--- src/rtl/indicator_arbiter.sv ---
// Shares three indicator LEDs among three requesters with a minimum hold window and a dark gap on handover.
// Optional feature: define INDICATOR_RR_EN for round-robin arbitration (default build is fixed priority).
module indicator_arbiter #(
    parameter int HOLD_BITS = 20,
    parameter int GAP_BITS  = 18
) (
    input  logic       clk,
    input  logic       rst,
    input  logic [2:0] req,
    input  logic [2:0] pat0,
    input  logic [2:0] pat1,
    input  logic [2:0] pat2,
    output logic [2:0] grant,
    output logic [2:0] led_out,
    output logic       busy,
    output logic [1:0] state_dbg
);

    typedef enum logic [1:0] {
        IDLE = 2'd0,
        HOLD = 2'd1,
        GAP  = 2'd2
    } state_t;

    localparam logic [HOLD_BITS-1:0] HOLD_LOAD = '1;
    localparam logic [HOLD_BITS-1:0] GAP_LOAD  = HOLD_BITS'((64'd1 << GAP_BITS) - 64'd1);

    state_t               state_q, state_d;
    logic [HOLD_BITS-1:0] cnt_q, cnt_d;
    logic [2:0]           grant_q, grant_d;
    logic [2:0]           led_q, led_d;
    logic [1:0]           win_idx;
    logic [1:0]           own_idx;
    logic [2:0]           win_oh;
    logic [2:0]           pat_win;
    logic [2:0]           pat_own;

`ifdef INDICATOR_RR_EN
    logic [1:0] ptr_q, ptr_d;

    // Search starts just after the last granted index, so the previous owner is considered last.
    always_comb begin
        win_idx = 2'd0;
        case (ptr_q)
            2'd0:    win_idx = req[1] ? 2'd1 : (req[2] ? 2'd2 : 2'd0);
            2'd1:    win_idx = req[2] ? 2'd2 : (req[0] ? 2'd0 : 2'd1);
            default: win_idx = req[0] ? 2'd0 : (req[1] ? 2'd1 : 2'd2);
        endcase
    end

    always_comb begin
        ptr_d = ptr_q;
        case (grant_d)
            3'b001:  ptr_d = 2'd0;
            3'b010:  ptr_d = 2'd1;
            3'b100:  ptr_d = 2'd2;
            default: ptr_d = ptr_q;
        endcase
    end

    always_ff @(posedge clk or posedge rst) begin
        if (rst) ptr_q <= 2'd2;
        else     ptr_q <= ptr_d;
    end
`else
    always_comb begin
        win_idx = req[0] ? 2'd0 : (req[1] ? 2'd1 : 2'd2);
    end
`endif

    always_comb begin
        own_idx = grant_q[1] ? 2'd1 : (grant_q[2] ? 2'd2 : 2'd0);
        win_oh  = 3'b001 << win_idx;
        case (win_idx)
            2'd0:    pat_win = pat0;
            2'd1:    pat_win = pat1;
            default: pat_win = pat2;
        endcase
        case (own_idx)
            2'd0:    pat_own = pat0;
            2'd1:    pat_own = pat1;
            default: pat_own = pat2;
        endcase
    end

    always_comb begin
        state_d = state_q;
        cnt_d   = cnt_q;
        grant_d = grant_q;
        led_d   = led_q;
        case (state_q)
            IDLE: begin
                if (req != 3'b000) begin
                    state_d = HOLD;
                    grant_d = win_oh;
                    led_d   = pat_win;
                    cnt_d   = HOLD_LOAD;
                end
            end
            HOLD: begin
                cnt_d = cnt_q - HOLD_BITS'(1);
                led_d = pat_own;
                if (cnt_q == '0) begin
                    if (req != 3'b000 && win_oh == grant_q) begin
                        cnt_d = HOLD_LOAD;
                    end else if (req == 3'b000) begin
                        state_d = IDLE;
                        grant_d = 3'b000;
                        led_d   = 3'b000;
                        cnt_d   = '0;
                    end else begin
                        state_d = GAP;
                        grant_d = 3'b000;
                        led_d   = 3'b000;
                        cnt_d   = GAP_LOAD;
                    end
                end
            end
            GAP: begin
                cnt_d   = cnt_q - HOLD_BITS'(1);
                grant_d = 3'b000;
                led_d   = 3'b000;
                if (cnt_q == '0) begin
                    if (req != 3'b000) begin
                        state_d = HOLD;
                        grant_d = win_oh;
                        led_d   = pat_win;
                        cnt_d   = HOLD_LOAD;
                    end else begin
                        state_d = IDLE;
                        cnt_d   = '0;
                    end
                end
            end
            default: begin
                state_d = IDLE;
                grant_d = 3'b000;
                led_d   = 3'b000;
                cnt_d   = '0;
            end
        endcase
    end

    always_ff @(posedge clk or posedge rst) begin
        if (rst) begin
            state_q <= IDLE;
            cnt_q   <= '0;
            grant_q <= 3'b000;
            led_q   <= 3'b000;
        end else begin
            state_q <= state_d;
            cnt_q   <= cnt_d;
            grant_q <= grant_d;
            led_q   <= led_d;
        end
    end

    assign grant     = grant_q;
    assign led_out   = led_q;
    assign busy      = (state_q != IDLE);
    assign state_dbg = state_q;

endmodule

--- config.mk ---
export PLATFORM = sky130hd
export DESIGN_NAME = indicator_arbiter
export DESIGN_NICKNAME = d
export VERILOG_FILES = /design/src/rtl/indicator_arbiter.sv
export SDC_FILE = /design/constraint.sdc
export NUM_CORES = 1
export LEC_CHECK = 0
export CAP_MARGIN = 15
export CORE_ASPECT_RATIO = 1.75
export CORE_MARGIN = 2
export CORE_UTILIZATION = 40
export DETAILED_ROUTE_END_ITERATION = 6
export SETUP_SLACK_MARGIN = 0.02
export SLEW_MARGIN = 25
export SYNTH_ARGS = -nofsm -noshare
export SYNTH_HDL_FRONTEND = slang
export SYNTH_SLANG_ARGS = --single-unit
--- constraint.sdc ---
create_clock -name clk -period 3.5 [get_ports clk]
set_input_delay 0.7 -clock clk [delete_from_list [all_inputs] [get_ports clk]]
set_output_delay 0.7 -clock clk [all_outputs]
set_load 0.005 [all_outputs]
# == After elaboration in Yosys (flattened, before gate mapping) ==
# Cells that the tools add are included.
# classes
addsub,1
eq_ne,9
n_shift,1
mux,32
n_reduce_logical,10
# ops
op,n
20-bit two-way mux,5
20-bit case mux with 3 select lines,1
3-bit two-way mux,10
20-bit zero test,1
"20-bit by 1-bit subtractor with 20-bit output, second input constant",1
18-bit two-way mux,1
2-bit two-way mux,9
3-bit case mux with 3 select lines,2
3-bit case mux with 2 select lines,2
"2-bit != test, second input constant",4
"2-bit by 1-bit equality test with 1-bit output, second input constant",3
2-bit zero test,3
2-bit case mux with 3 select lines,1
4-bit AND reduction,1
3-bit equality test,1
3-bit zero test,1
3-bit AND reduction,1
3-bit nonzero test,1
"1-bit by 2-bit left shift with 3-bit output, first input constant",1
"2-bit equality test, second input constant",1
2-bit nonzero test,1
1-bit logical AND,1
1-bit two-way mux,1
# totals
reg_bits,28
output_inout_bits,9
elab_cells,57

# == Depth between registers and ports, before layout ==
# Gate-level depths: netlist (run 1).
# depth
word_depth,8
mapped_depth,9

# == Worst setup path after synthesis (run 1) ==
# Ideal clock, no wire load.
# synth_path
path_type,in2reg
start,input port req[1]
end,"register grant_q[2], in the netlist grant[2]"
setup_time_ns,0.066
t_arrival_ns,2.387
required_time_ns,3.434
setup_slack_ns,1.047
stages,7
cell_sequence,clkbuf_1 or3b_2 o31a_1 o211ai_1 inv_1 a211oi_1 a22o_1
# synth_via
elab_chain_cells,7
# synth_lines
element,line,source
"start, declared",9,"input logic [2:0] req,"
2-bit two-way mux (2 in a row),67,win_idx = req[0] ? 2'd0 : (req[1] ? 2'd1 : 2'd2);
1-bit by 2-bit left shift with 3-bit output,73,win_oh = 3'b001 << win_idx;
3-bit equality test,104,if (req != 3'b000 && win_oh == grant_q) begin
1-bit logical AND,104,
2-bit != test (no line),n/a,
3-bit AND reduction (no line),n/a,
"end signal, assigned",153,grant_q <= grant_d;
"end, declared",30,"logic [2:0] grant_q, grant_d;"
# Several ways; a longest one is shown, not always the timed one. The select of a mux whose other input is x is not followed.
# A chain may end at the register's enable or synchronous reset.

# == Worst setup path after layout (run 1) ==
# layout_path
start,input port req[0]
end,"register grant_q[0], in the netlist grant[0]"
# layout_via
elab_chain_cells,6
# layout_lines
element,line
2-bit two-way mux,67
1-bit by 2-bit left shift with 3-bit output,73
3-bit equality test,104
1-bit logical AND,104
2-bit != test (no line),n/a
3-bit AND reduction (no line),n/a
# Several ways; a longest one is shown, not always the timed one. The select of a mux whose other input is x is not followed.

==> results.sh, run 1 <==
export IMPL_status="finished clean"
export IMPL_cap_violations=0
export IMPL_maxClockFrequency_mhz=360.9
export IMPL_critPathKind="primary input to register"
export IMPL_post_drt_wl_per_cell_microns=16.73
export IMPL_async_flop_share_pct=100.0
export IMPL_ys_ff_latch=28
export IMPL_yosys_area_top_type="dfrtp_1"
export IMPL_clk_latency_ps=280
export IMPL_path_max_fanout=13
export IMPL_dp_cells=283
export IMPL_gp_congestion=0.7999
export IMPL_dp_hpwl_microns=3776
export IMPL_grt_pass1_wl_microns=8038
export IMPL_drt_iter0_drc=30
export IMPL_startpoint="req[0]"
export IMPL_r2r_worst_path_cells=6
export IMPL_nets=252
export IMPL_setup_tns_ps=0
export IMPL_row_count=33
export IMPL_finalSetupViolCount=0
export IMPL_ir_worst_vdd_mv=0.2120
export IMPL_drc=0
export IMPL_start_kind="primary input"
export IMPL_numCtsBuffers=3
export IMPL_io_buffer_count=22
export IMPL_required_ps=3720
export IMPL_drive_gt1_share_pct=12.77
export IMPL_p_sw_share_pct=32.04
export IMPL_crit_end="grant[0]"
export IMPL_hold_depth=1
export IMPL_first_pass_iters=4
export IMPL_drt_total_wl_microns=4802
export IMPL_clock_skew_final_ps=8.372
export IMPL_cp_end_kind="register"
export IMPL_cts_setup_buffers=0
export IMPL_stdcell_count=287
export IMPL_first_global_vias=1696
export IMPL_vias=1713
export IMPL_synth_top_area_share_pct=37.31
export IMPL_grt_overflow_total=0
export IMPL_p_leak_uw=0.0008406
export IMPL_syn_to_final_growth_pct=17.19
export IMPL_ys_seq_area_share_pct=37.31
export IMPL_cts_resized=0
export IMPL_drtAntennaViolNets=0
export IMPL_combPwrFrac_pct=24.6
export IMPL_arrival_ps=2990
export IMPL_initial_core_util_pct=40.98
export IMPL_antenna_found_initial=0
export IMPL_die_h_microns=94.65
export IMPL_p_int_uw=591.1
export IMPL_ys_warn_count=0
export IMPL_root_buffer="clkbuf_8"
export IMPL_relSlewSlack_pct=60.90
export IMPL_hp_class="register to register"
export IMPL_p_seq_share_pct=51.5
export IMPL_clockBufferDepth=2
export IMPL_grt_max_degree=19
export IMPL_hold_viol=0
export IMPL_synth_flop_cell="dfrtp_1"
export IMPL_syn_avg_cell_area_sq_um=8.859
export IMPL_synthCells=212
export IMPL_clkSinkCount=28
export IMPL_clkSlewWorstSetupHoldPaths_ps=90
export IMPL_fin_crit_sh_pct=79.16
export IMPL_synth_cell_types=54
export IMPL_synth_fp_nets=228
export IMPL_core_area_sq_um=4583
export IMPL_r2r_start="cnt_q[7]"
export IMPL_worst_slew_pin_slew_ps=581.1
export IMPL_layout_commonest_cell="nand2_1"
export IMPL_r2r_end="cnt_q[18]"
export IMPL_clkPwrFrac_pct=23.9
export IMPL_layout_common_cells="nand2_1 (31), dfrtp_1 (28), o21ai_0 (27), clkdlybuf4s50_1 (22), nor2_1 (16)"
export IMPL_slew_violations=0
export IMPL_htree_levels=1
export IMPL_cts_tree="yes"
export IMPL_r2r_slack_ps=810
export IMPL_power_density_nw_per_um2=395.2
export IMPL_min_from="cnt_q[18]"
export IMPL_p_sw_uw=278.7
export IMPL_netlist_top_cells_area="dfrtp_1 (37%), o21ai_0 (7.2%), nand2_1 (6.2%)"
export IMPL_antennaDiodeCount=0
export IMPL_die_width_microns=55.80
export IMPL_io_pins=23
export IMPL_synth_edff_count=0
export IMPL_vias_per_cell=5.969
export IMPL_period_minus_slack_ps=2771
export IMPL_rsz0062_at_grt="false"
export IMPL_netlist_area_sq_um=1878
export IMPL_grt_util_all_layers_pct=19.83
export IMPL_die_area_sq_um=5281
export IMPL_cts_hold_buffers=0
[routing by layer]
metal / part of all wire [%] / vias to the layer above / track usage [%]
li1: - / 836 / -
met1: 38 / 831 / 20.05
met2: 56 / 35 / 38.10
met3: 2.8 / 11 / 2.603
met4: 3.3 / 0 / 11.38
met5: 0 / - / 0
[flip-flops by register name (all words and copies together), names as in the netlist]
name,flops
cnt_q,20
grant,3
led_out,3
state_dbg,2
[worst min path at each step]
stage	end	slack [ps]
finish	cnt_q[18]	520
global route	cnt_q[18]	550
CTS	cnt_q[18]	520
detailed placement	cnt_q[18]	490
global placement	cnt_q[18]	470
floorplan	cnt_q[18]	450
[cell type report]
class	instances	area [sq um]
Tap cell	52	65.06
Multi-Input combinational cell	166	1081
Fill cell	454	2382
Sequential cell	28	700.7
Clock buffer	4	55.05
Inverter	9	33.78
Timing Repair Buffer	28	265.3
[cells in the mapped netlist, types with 2 or more instances]
cell type,count
o31ai_1,3
nand2_1,31
mux2i_1,7
clkbuf_8,2
o211ai_1,4
inv_1,9
nand3_1,3
a211oi_1,3
xnor2_1,2
or4_4,3
nor4_1,4
a311oi_1,2
ha_1,2
nor3_1,5
nor3_2,2
o21ai_0,27
or3_1,3
clkbuf_1,5
nor2_1,16
dfrtp_1,28
a21oi_1,5
a22o_1,10
a22oi_1,3
o2bb2ai_1,3
[critical path, stage by stage]
cell and delay (ps):
clkdlybuf4s50_1 590, or3b_2 530, o31a_1 240, o211ai_1 220, inv_1 90, a211oi_1 410, a22o_1 210
[through the flow]
step	power [uW]	utilization [%]	worst slack, ps	hold WS (ps)	instance area [sq um]
finish	869.8	48.02	729.5	515.6	2201
CTS	875.5	48.02	718.3	516.0	2201
global route	924.4	48.02	531.1	545.7	2201
detailed placement	669.7	46.82	437.8	494.1	2146
floorplan	581.5	-	1047	448.1	1878
global placement	664.5	46.82	486.3	474.5	2146
[cells by family after synthesis]
kind of cell,share of synthesized area [%]
flip-flops,37.31
XOR/XNOR,1.399
buffers and inverters,5.463
multiplexers,3.731
AO/OA/AOI/OAI,28.12
adder cells (fa/ha/maj),1.332
AND/OR/NAND/NOR,22.65
[power by group through the flow]
| stage | Combinational (uW) | Sequential, uW | Clock [uW] |
|---|---|---|---|
| floorplan | 148 | 434 | 0 |
| global placement | 213 | 452 | 0 |
| detailed placement | 218 | 452 | 0 |
| CTS | 218 | 446 | 211 |
| global route | 240 | 458 | 227 |
| finish | 214 | 448 | 208 |
(Power assumes the default switching activity.)
==> inputs of run 2 (changes only) <==
clock period = 2.7 ns   (was 3.5 ns; I/O delays follow)
==> results.sh, run 2 (same netlist as run 1, synthesis figures left out) <==
export IMPL_io_buffer_count=22
export IMPL_first_pass_iters=4
export IMPL_cts_tree="yes"
export IMPL_post_drt_wl_per_cell_microns=16.70
export IMPL_core_area_sq_um=4583
export IMPL_drt_iter0_drc=42
export IMPL_drtAntennaViolNets=0
export IMPL_critical_path_slowest_cell="or4_4"
export IMPL_drive_gt1_share_pct=16.73
export IMPL_cts_setup_buffers=0
export IMPL_crit_chain="or4_4, or4b_4, or3_4, o21ai_2, nand2_1, a22o_1"
export IMPL_ir_worst_vdd_mv=0.3297
export IMPL_layout_common_cells="nand2_1 (31), dfrtp_1 (28), o21ai_0 (27), clkdlybuf4s50_1 (22), buf_4 (17)"
export IMPL_dp_worst_setup_slack_ps=-15.63
export IMPL_hp_class="register to register"
export IMPL_path_max_fanout=5
export IMPL_vias=1750
export IMPL_status="finished clean"
export IMPL_cpPeakStageDelay_ps=600
export IMPL_arrival_ps=2650
export IMPL_drt_total_wl_microns=4959
export IMPL_grt_max_degree=29
export IMPL_period_minus_slack_ps=2476
export IMPL_grt_util_all_layers_pct=20.66
export IMPL_row_count=33
export IMPL_critPathKind="register to register"
export IMPL_clkSinkCount=28
export IMPL_antennaDiodeCount=0
export IMPL_rsz0062_at_grt="false"
export IMPL_nets=263
export IMPL_clock_skew_final_ps=3.762
export IMPL_first_global_vias=1768
export IMPL_die_width_microns=55.80
export IMPL_initial_core_util_pct=40.98
export IMPL_critPathBufInv=0
export IMPL_antenna_found_initial=0
export IMPL_die_area_sq_um=5281
export IMPL_worst_slew_pin_slew_ps=740.3
export IMPL_dp_hpwl_microns=3818
export IMPL_relSlewSlack_pct=50.65
export IMPL_holdWs_ps=495.5
export IMPL_gp_congestion=0.8032
export IMPL_cp_end_kind="register"
export IMPL_io_pins=23
export IMPL_drc=0
export IMPL_fin_crit_sh_pct=91.71
export IMPL_finalSetupViolCount=0
export IMPL_p_leak_uw=0.0008883
export IMPL_clk_latency_ps=270
export IMPL_power_density_nw_per_um2=482.7
export IMPL_numCtsBuffers=3
export IMPL_clkSlewWorstSetupHoldPaths_ps=90
export IMPL_slew_violations=0
export IMPL_grt_pass1_wl_microns=8535
export IMPL_cap_violations=0
export IMPL_root_buffer="clkbuf_8"
export IMPL_maxClockFrequency_mhz=403.8
export IMPL_fin_ws_ps=223.7
export IMPL_top_register="cnt_q"
export IMPL_htree_levels=1
export IMPL_layout_commonest_cell="nand2_1"
export IMPL_vias_per_cell=5.892
export IMPL_clockBufferDepth=2
export IMPL_largest_reg_flops=20
export IMPL_required_ps=2870
export IMPL_crit_family="simple AND/OR/NAND/NOR gates"
export IMPL_start_kind="register"
export IMPL_grt_overflow_total=0
export IMPL_syn_to_final_growth_pct=21.19
export IMPL_die_h_microns=94.65
export IMPL_hold_viol=0
## run 2: cell types whose count changed in the layout (fill, tap and decap cells not counted)
cell      change
nor4_2        +1
buf_4        +11
nor4_1        -1
clkbuf_8      -1
## run 2: metal layers
metal / share of wire [%] / vias to the layer above / routed length (microns) / GRT usage [%]
met1: 39 / 851 / 1926 / 22.56
met2: 56 / 34 / 2800 / 39.98
li1: - / 859 / - / -
met4: 2.2 / 0 / 110 / 8.537
met5: 0 / - / 0 / 0
met3: 2.4 / 6 / 121 / 1.918
## run 2: final cells by class
cell class / instances / area (sq um)
clock buffer: 3 / 41.29
fill: 444 / 2307
inverter: 9 / 33.78
multi-input combinational: 166 / 1087
sequential: 28 / 700.7
tap: 52 / 65.06
timing repair buffer: 39 / 347.8
## run 2: final timing paths
check / end / slack [ps] / start / depth (start not counted)
setup / recovery: cnt_q[17] / 220 / cnt_q[7] / 6
hold / removal: cnt_q[18] / 500 / cnt_q[18] / 1
setup reg to reg: cnt_q[17] / 220 / cnt_q[7] / 6
hold reg to reg: cnt_q[18] / 500 / cnt_q[18] / 1
max in group asynchronous: cnt_q[11] / 1790 / rst / 3
min in group asynchronous: led_out[2] / 620 / rst / 3
## run 2: worst register-to-register path, cell delays in order, from the launching register on
cell and delay [ps]:
dfrtp_1 450, or4_4 600, or4b_4 580, or3_4 400, o21ai_2 120, nand2_1 60, a22o_1 170
## run 2: report_power, final
part | switching [uW] | leakage [uW] | internal, uW | total [uW]
clock network | 130 | 0.0000216 | 100 | 230
registers | 85.0 | 0.000300 | 493 | 578
logic | 141 | 0.000566 | 150 | 291
## run 2: repair_timing
| item | CTS | global route |
|---|---|---|
| hold buffers | 0 | 0 |
| resized for setup | 0 | 1 |
| endpoints found under the setup margin | 0 | 2 |
## run 2: through the flow
stage	cell area (sq um)	instances	power, uW	util [%]	TNS (ps)
after global routing	2276	297	1171	49.66	0
after CTS	2270	297	1113	49.52	0
after detailed placement	2228	294	876.6	48.62	-25.90
after floorplan	1878	212	753.8	-	0
final	2276	297	1099	49.66	0
after global placement	2228	294	870.9	48.62	0
==> variant 1 (settings of run 2) <==
Register the output `led_out` once more, with the module's reset; this adds one clock of latency there. The other outputs are not delayed to match.
--- a/src/rtl/indicator_arbiter.sv
+++ b/src/rtl/indicator_arbiter.sv
@@ -156,7 +156,13 @@
     end
 
     assign grant     = grant_q;
-    assign led_out   = led_q;
+    always_ff @(posedge clk or posedge rst) begin
+        if (rst) begin
+            led_out <= '0;
+        end else begin
+            led_out <= led_q;
+        end
+    end
     assign busy      = (state_q != IDLE);
     assign state_dbg = state_q;
 
Behaviour: not the same (Yosys sat finds a counterexample within 4 cycles, from zero or initial values and one cycle with rst high).
==> variant 1 against run 2 <==
- total power grew 40%
- setup slack worse by 0.027 ns
- sequential cell count grew 3
- synthesized cell count up 6.6%
- design area up 7.1%
- synthesized area is 3.4% higher
- sequential power grew 21%
- wire length rose by 17%
- via count grew 11%
- critical endpoint is now grant[2]
- largest cell class unchanged
==> variant 1: results <==
metrics = {
    "timing": {
        "finClkSkew_ns": 0.006772,
        "hold_violations": 0,
        "worstMarginPinSlew_ns": 0.6247,
    },
    "placement": {
        "portBuffers": 22,
        "hpwl_um": 4264,
        "place_area_um2": 2320,
        "gp_congestion": 0.8927,
    },
    "synthesis": {
        "async_flop_share": 1.000,
        "synth_common_cells": "31 x dfrtp_1, 28 x nor2_1, 19 x nand2_1",
        "synth.distinct_cells": 48,
        "ys_warn_count": 0,
        "synth-seq-area-share": 0.3995,
        "synth_area_leaders": "dfrtp_1 40%, nor2_1 5.4%, nand2_1 3.7%",
        "syn_nets": 242,
    },
    "clocking": {
        "htree_levels": 2,
        "clkTransAtPathRegs_ns": 0.07,
        "postCtsSetupRepairBufs": 0,
        "cts_buffers": 5,
        "clock_latency_ns": 0.29,
        "cts_root_buf": "clkbuf_8",
        "cts_resized": 0,
        "clockBufferDepth": 2,
    },
    "cells_and_area": {
        "largest_reg_flops": 20,
        "regMostFlops": "cnt_q",
        "final_nets": 278,
        "drive_gt1_frac": 0.1445,
        "n_antenna_cell": 0,
        "fill_cells": 468,
    },
    "detailed_routing": {
        "first_pass_iters": 4,
        "drt_wl_total_um": 5795,
        "first_iter_violations": 62,
        "dr_total_vias": 1946,
    },
    "global_route": {
        "antenna_found_initial": 0,
        "grt_max_degree": 32,
        "grt_first_pass_wirelength_um": 9722,
        "track_usage": 0.2325,
        "grt_pass1_vias": 2002,
    },
    "power_and_ir_drop": {
        "p_sw_frac": 0.3199,
        "ir_drop_v": 0.0004341,
        "p_leak_nw": 0.9541,
    },
    "critical_path": {
        "crit_arrival_ns": 2.68,
        "cp_max_fo": 7,
        "endpoint": "grant[2]",
        "crit_path_start": "cnt_q[15]",
        "r2r_cells": 5,
        "rrSetupSlack_ns": 0.20,
    },
    "outcome": {
        "outcome": "complete, no violations",
    },
    "min_path": {
        "hold_class": "reg2reg",
    },
}
## variant 1: cell count changes in the layout (fill, tap and decap cells not counted), moves of 4 or more
cell and delta:
a21oi_1 +5, a22o_1 -10, a31oi_1 +9, nand2_1 -12, nor2_1 +12, nor3_1 +4
nor4_1 +6, o211ai_1 +4, o21ai_0 -18, o22ai_1 +9
## variant 1: worst min path at each step
stage | start | endpoint | slack (ns) | cells after the start
6_report | led_q[1] | led_out[1] | 0.38 | 0
4_1_cts | led_q[1] | led_out[1] | 0.39 | 0
3_3_place_gp | led_q[2] | led_out[2] | 0.37 | 0
5_1_grt | led_q[1] | led_out[1] | 0.39 | 0
2_1_floorplan | led_q[0] | led_out[0] | 0.35 | 0
3_5_place_dp | led_q[1] | led_out[1] | 0.37 | 0
## variant 1: worst max-delay path, stage by stage (launching register included)
cell and delay, ns:
dfrtp_1 0.44, or4_4 0.58, or4_4 0.55, nor4_4 0.36
a211oi_2 0.16, mux2_4 0.31
## variant 1: through the flow
step,setup WS (ns),instances
detailed placement,0.1804,307
floorplan,0.3176,226
finish,0.1971,315
global placement,0.1860,307
CTS,0.1969,315
global route,0.1103,315
## variant 1: layer usage
| metal | wire [µm] | up-vias | part of all wire | GRT usage |
|---|---|---|---|---|
| met5 | 0 | - | 0 | 0 |
| met3 | 197 | 20 | 0.034 | 0.03360 |
| met4 | 235 | 0 | 0.041 | 0.1171 |
| met1 | 2226 | 945 | 0.38 | 0.2367 |
| li1 | - | 923 | - | - |
| met2 | 3136 | 58 | 0.54 | 0.4496 |
## variant 1: logic make-up (layout without fill, tap and decap cells)
group,count (synthesis),after routing,synth area share
AOI/OAI and AO/OA,72,72,0.2545
xor gates and xnor gates,1,1,0.004511
adders and majority gates,2,2,0.01288
buffers and inverters,25,62,0.05090
DFF,31,31,0.3995
muxes,8,8,0.04446
and+or+nand+nor,87,87,0.2333
## variant 1: power groups by stage
stage / sequential [mW] / combinational [mW] / clock [mW]
2_1_floorplan: 0.659 / 0.245 / 0
3_3_place_gp: 0.701 / 0.351 / 0
3_5_place_dp: 0.704 / 0.357 / 0
4_1_cts: 0.695 / 0.358 / 0.494
5_1_grt: 0.713 / 0.401 / 0.508
6_report: 0.697 / 0.356 / 0.489
## variant 1: area by class of cell
class	count	area, µm²	share of cell area
Tap cell	52	65.06	0.02669
Inverter	13	48.80	0.02002
Timing Repair Buffer	41	362.8	0.1489
Multi-Input combinational cell	170	1067	0.4379
Sequential cell	31	775.7	0.3183
Clock buffer	6	82.58	0.03388
Clock inverter	2	35.03	0.01437
==> variant 2 (config.mk and constraints of run 2) <==
Made on the original files. The option `INDICATOR_RR_EN` is turned on by a define.
--- a/src/rtl/indicator_arbiter.sv
+++ b/src/rtl/indicator_arbiter.sv
@@ -1,5 +1,7 @@
 // Shares three indicator LEDs among three requesters with a minimum hold window and a dark gap on handover.
 // Optional feature: define INDICATOR_RR_EN for round-robin arbitration (default build is fixed priority).
+`define INDICATOR_RR_EN
+
 module indicator_arbiter #(
     parameter int HOLD_BITS = 20,
     parameter int GAP_BITS  = 18
Formal check against the unedited RTL: same outputs for any inputs over 10 cycles, from zero or initial values and one cycle with rst high; that may be too few to reach the edited logic, so the function may still have changed.
==> variant 2 against run 2 <==
- synthesized cell count increased by 17%
- via count increased by 21%
- hold slack improved by 0.0030 ns
- sequential cell count increased by 2
- synthesized area increased by 11%
- design area increased by 23%
- setup slack got worse by 0.11 ns
- wire length increased by 19%
- die area increased by 10%
- sequential share of layout area decreased by 4.0 points
Power is not compared: it rests on default switching activity, and its combinational part moved more than twofold at a synthesized area within 25%.
==> variant 2: results <==
metrics = {
    "outcome": {
        "outcome": "complete, no violations",
    },
    "synthesis": {
        "synth_compound_area_frac": 0.2901,
        "netlist_instances": 247,
        "synth_common_cells": "31 x o21ai_0, 29 x dfrtp_1, 26 x nor2_1",
        "synth-seq-area-share": 0.3610,
        "synth.distinct_cells": 56,
        "synth-adder-area-share": 0.006006,
        "muxShareOfSynthArea": 0.01922,
    },
    "cells_and_area": {
        "drive_gt1_frac": 0.2434,
        "final_nets": 318,
        "postLayoutCellArea_um2": 2804,
        "layout.cells.non_filler": 358,
        "fill_cells": 464,
    },
    "detailed_routing": {
        "wl_met3_um": 129,
        "wl_per_cell_um": 16.45,
        "met2WireLength_um": 3434,
        "vias_per_cell": 5.933,
        "first_pass_iters": 5,
        "first_iter_violations": 53,
    },
    "critical_path": {
        "crit_arrival_ns": 2.80,
        "slowest_delay_ns": 0.58,
    },
    "clocking": {
        "clkTransAtPathRegs_ns": 0.07,
        "clock_latency_ns": 0.29,
        "cts_buffers": 5,
    },
    "global_route": {
        "grt_first_pass_wirelength_um": 9867,
        "grt_max_degree": 31,
        "track_usage": 0.2194,
        "grt_pass1_vias": 2196,
    },
    "placement": {
        "place_area_um2": 2601,
        "dpl_worst_slack_ns": -0.3264,
        "gp_congestion": 0.8252,
        "hpwl_um": 4581,
        "dpl.cell_count": 348,
    },
    "timing": {
        "relSlewSlack": 0.6062,
    },
}
-- variant 2: layout make-up --
cell class | count | area, µm² | area share
clock buffer | 6 | 82.58 | 0.02945
tap | 54 | 67.56 | 0.02410
timing repair buffer | 62 | 516.7 | 0.1843
multi-input combinational | 195 | 1291 | 0.4605
sequential | 30 | 752.0 | 0.2682
clock inverter | 2 | 60.06 | 0.02142
inverter | 9 | 33.78 | 0.01205
-- variant 2: through the flow --
| stage | total power [mW] | TNS (ns) | util |
|---|---|---|---|
| finish | 2.955 | 0 | 0.5633 |
| global route | 3.177 | 0 | 0.5633 |
| CTS | 2.947 | 0 | 0.5563 |
| detailed placement | 2.335 | -1.403 | 0.5226 |
| global placement | 2.313 | -1.252 | 0.5226 |
| floorplan | 1.732 | 0 | - |
-- variant 2: cells by family (layout without fill, tap and decap cells) --
kind of cell / Yosys count / count (layout)
compound gates: 91 / 91
xor+xnor: 8 / 8
fa+ha+maj: 1 / 1
buf+inv: 22 / 79
flops: 30 / 30
mux: 4 / 4
simple gates: 91 / 91
-- variant 2: path summary, 6_finish.rpt --
check                      startpoint        end  slack [ns]  cells past startpoint
max reg2reg                  cnt_q[7]  cnt_q[17]        0.11                      7
min                         cnt_q[12]  cnt_q[12]        0.50                      2
max in group asynchronous         rst   ptr_q[1]        1.73                      3
min in group asynchronous         rst   cnt_q[7]        0.63                      3
max                          cnt_q[7]  cnt_q[17]        0.11                      7
min reg2reg                 cnt_q[12]  cnt_q[12]        0.50                      2
-- variant 2: per-layer routing --
layer / GRT usage / vias up
li1: - / 1034
met3: 0.02861 / 17
met1: 0.2112 / 1029
met2: 0.4278 / 44
met4: 0.1091 / 0
met5: 0 / -
-- variant 2: worst reg2reg max path, delay by kind of cell, from the launching register on --
kind            cells  cell delay [ns]
compound gates      2             0.22
xor+xnor            1             0.19
simple gates        4             1.69
flops               1             0.41
-- variant 2: what timing repair did --
item / in CTS / in global routing
pin swaps: 0 / 1
cloned: 0 / 0
endpoints found under the setup margin: 2 / 5
setup buffers: 0 / 2
resized for setup: 7 / 5
-- variant 2: power by group through the flow --
stage / clock network, mW / logic, mW / registers (mW)
floorplan: 0 / 0.902 / 0.830
global placement: 0 / 1.41 / 0.902
detailed placement: 0 / 1.43 / 0.907
CTS: 0.585 / 1.46 / 0.901
global route: 0.600 / 1.64 / 0.939
finish: 0.578 / 1.48 / 0.898
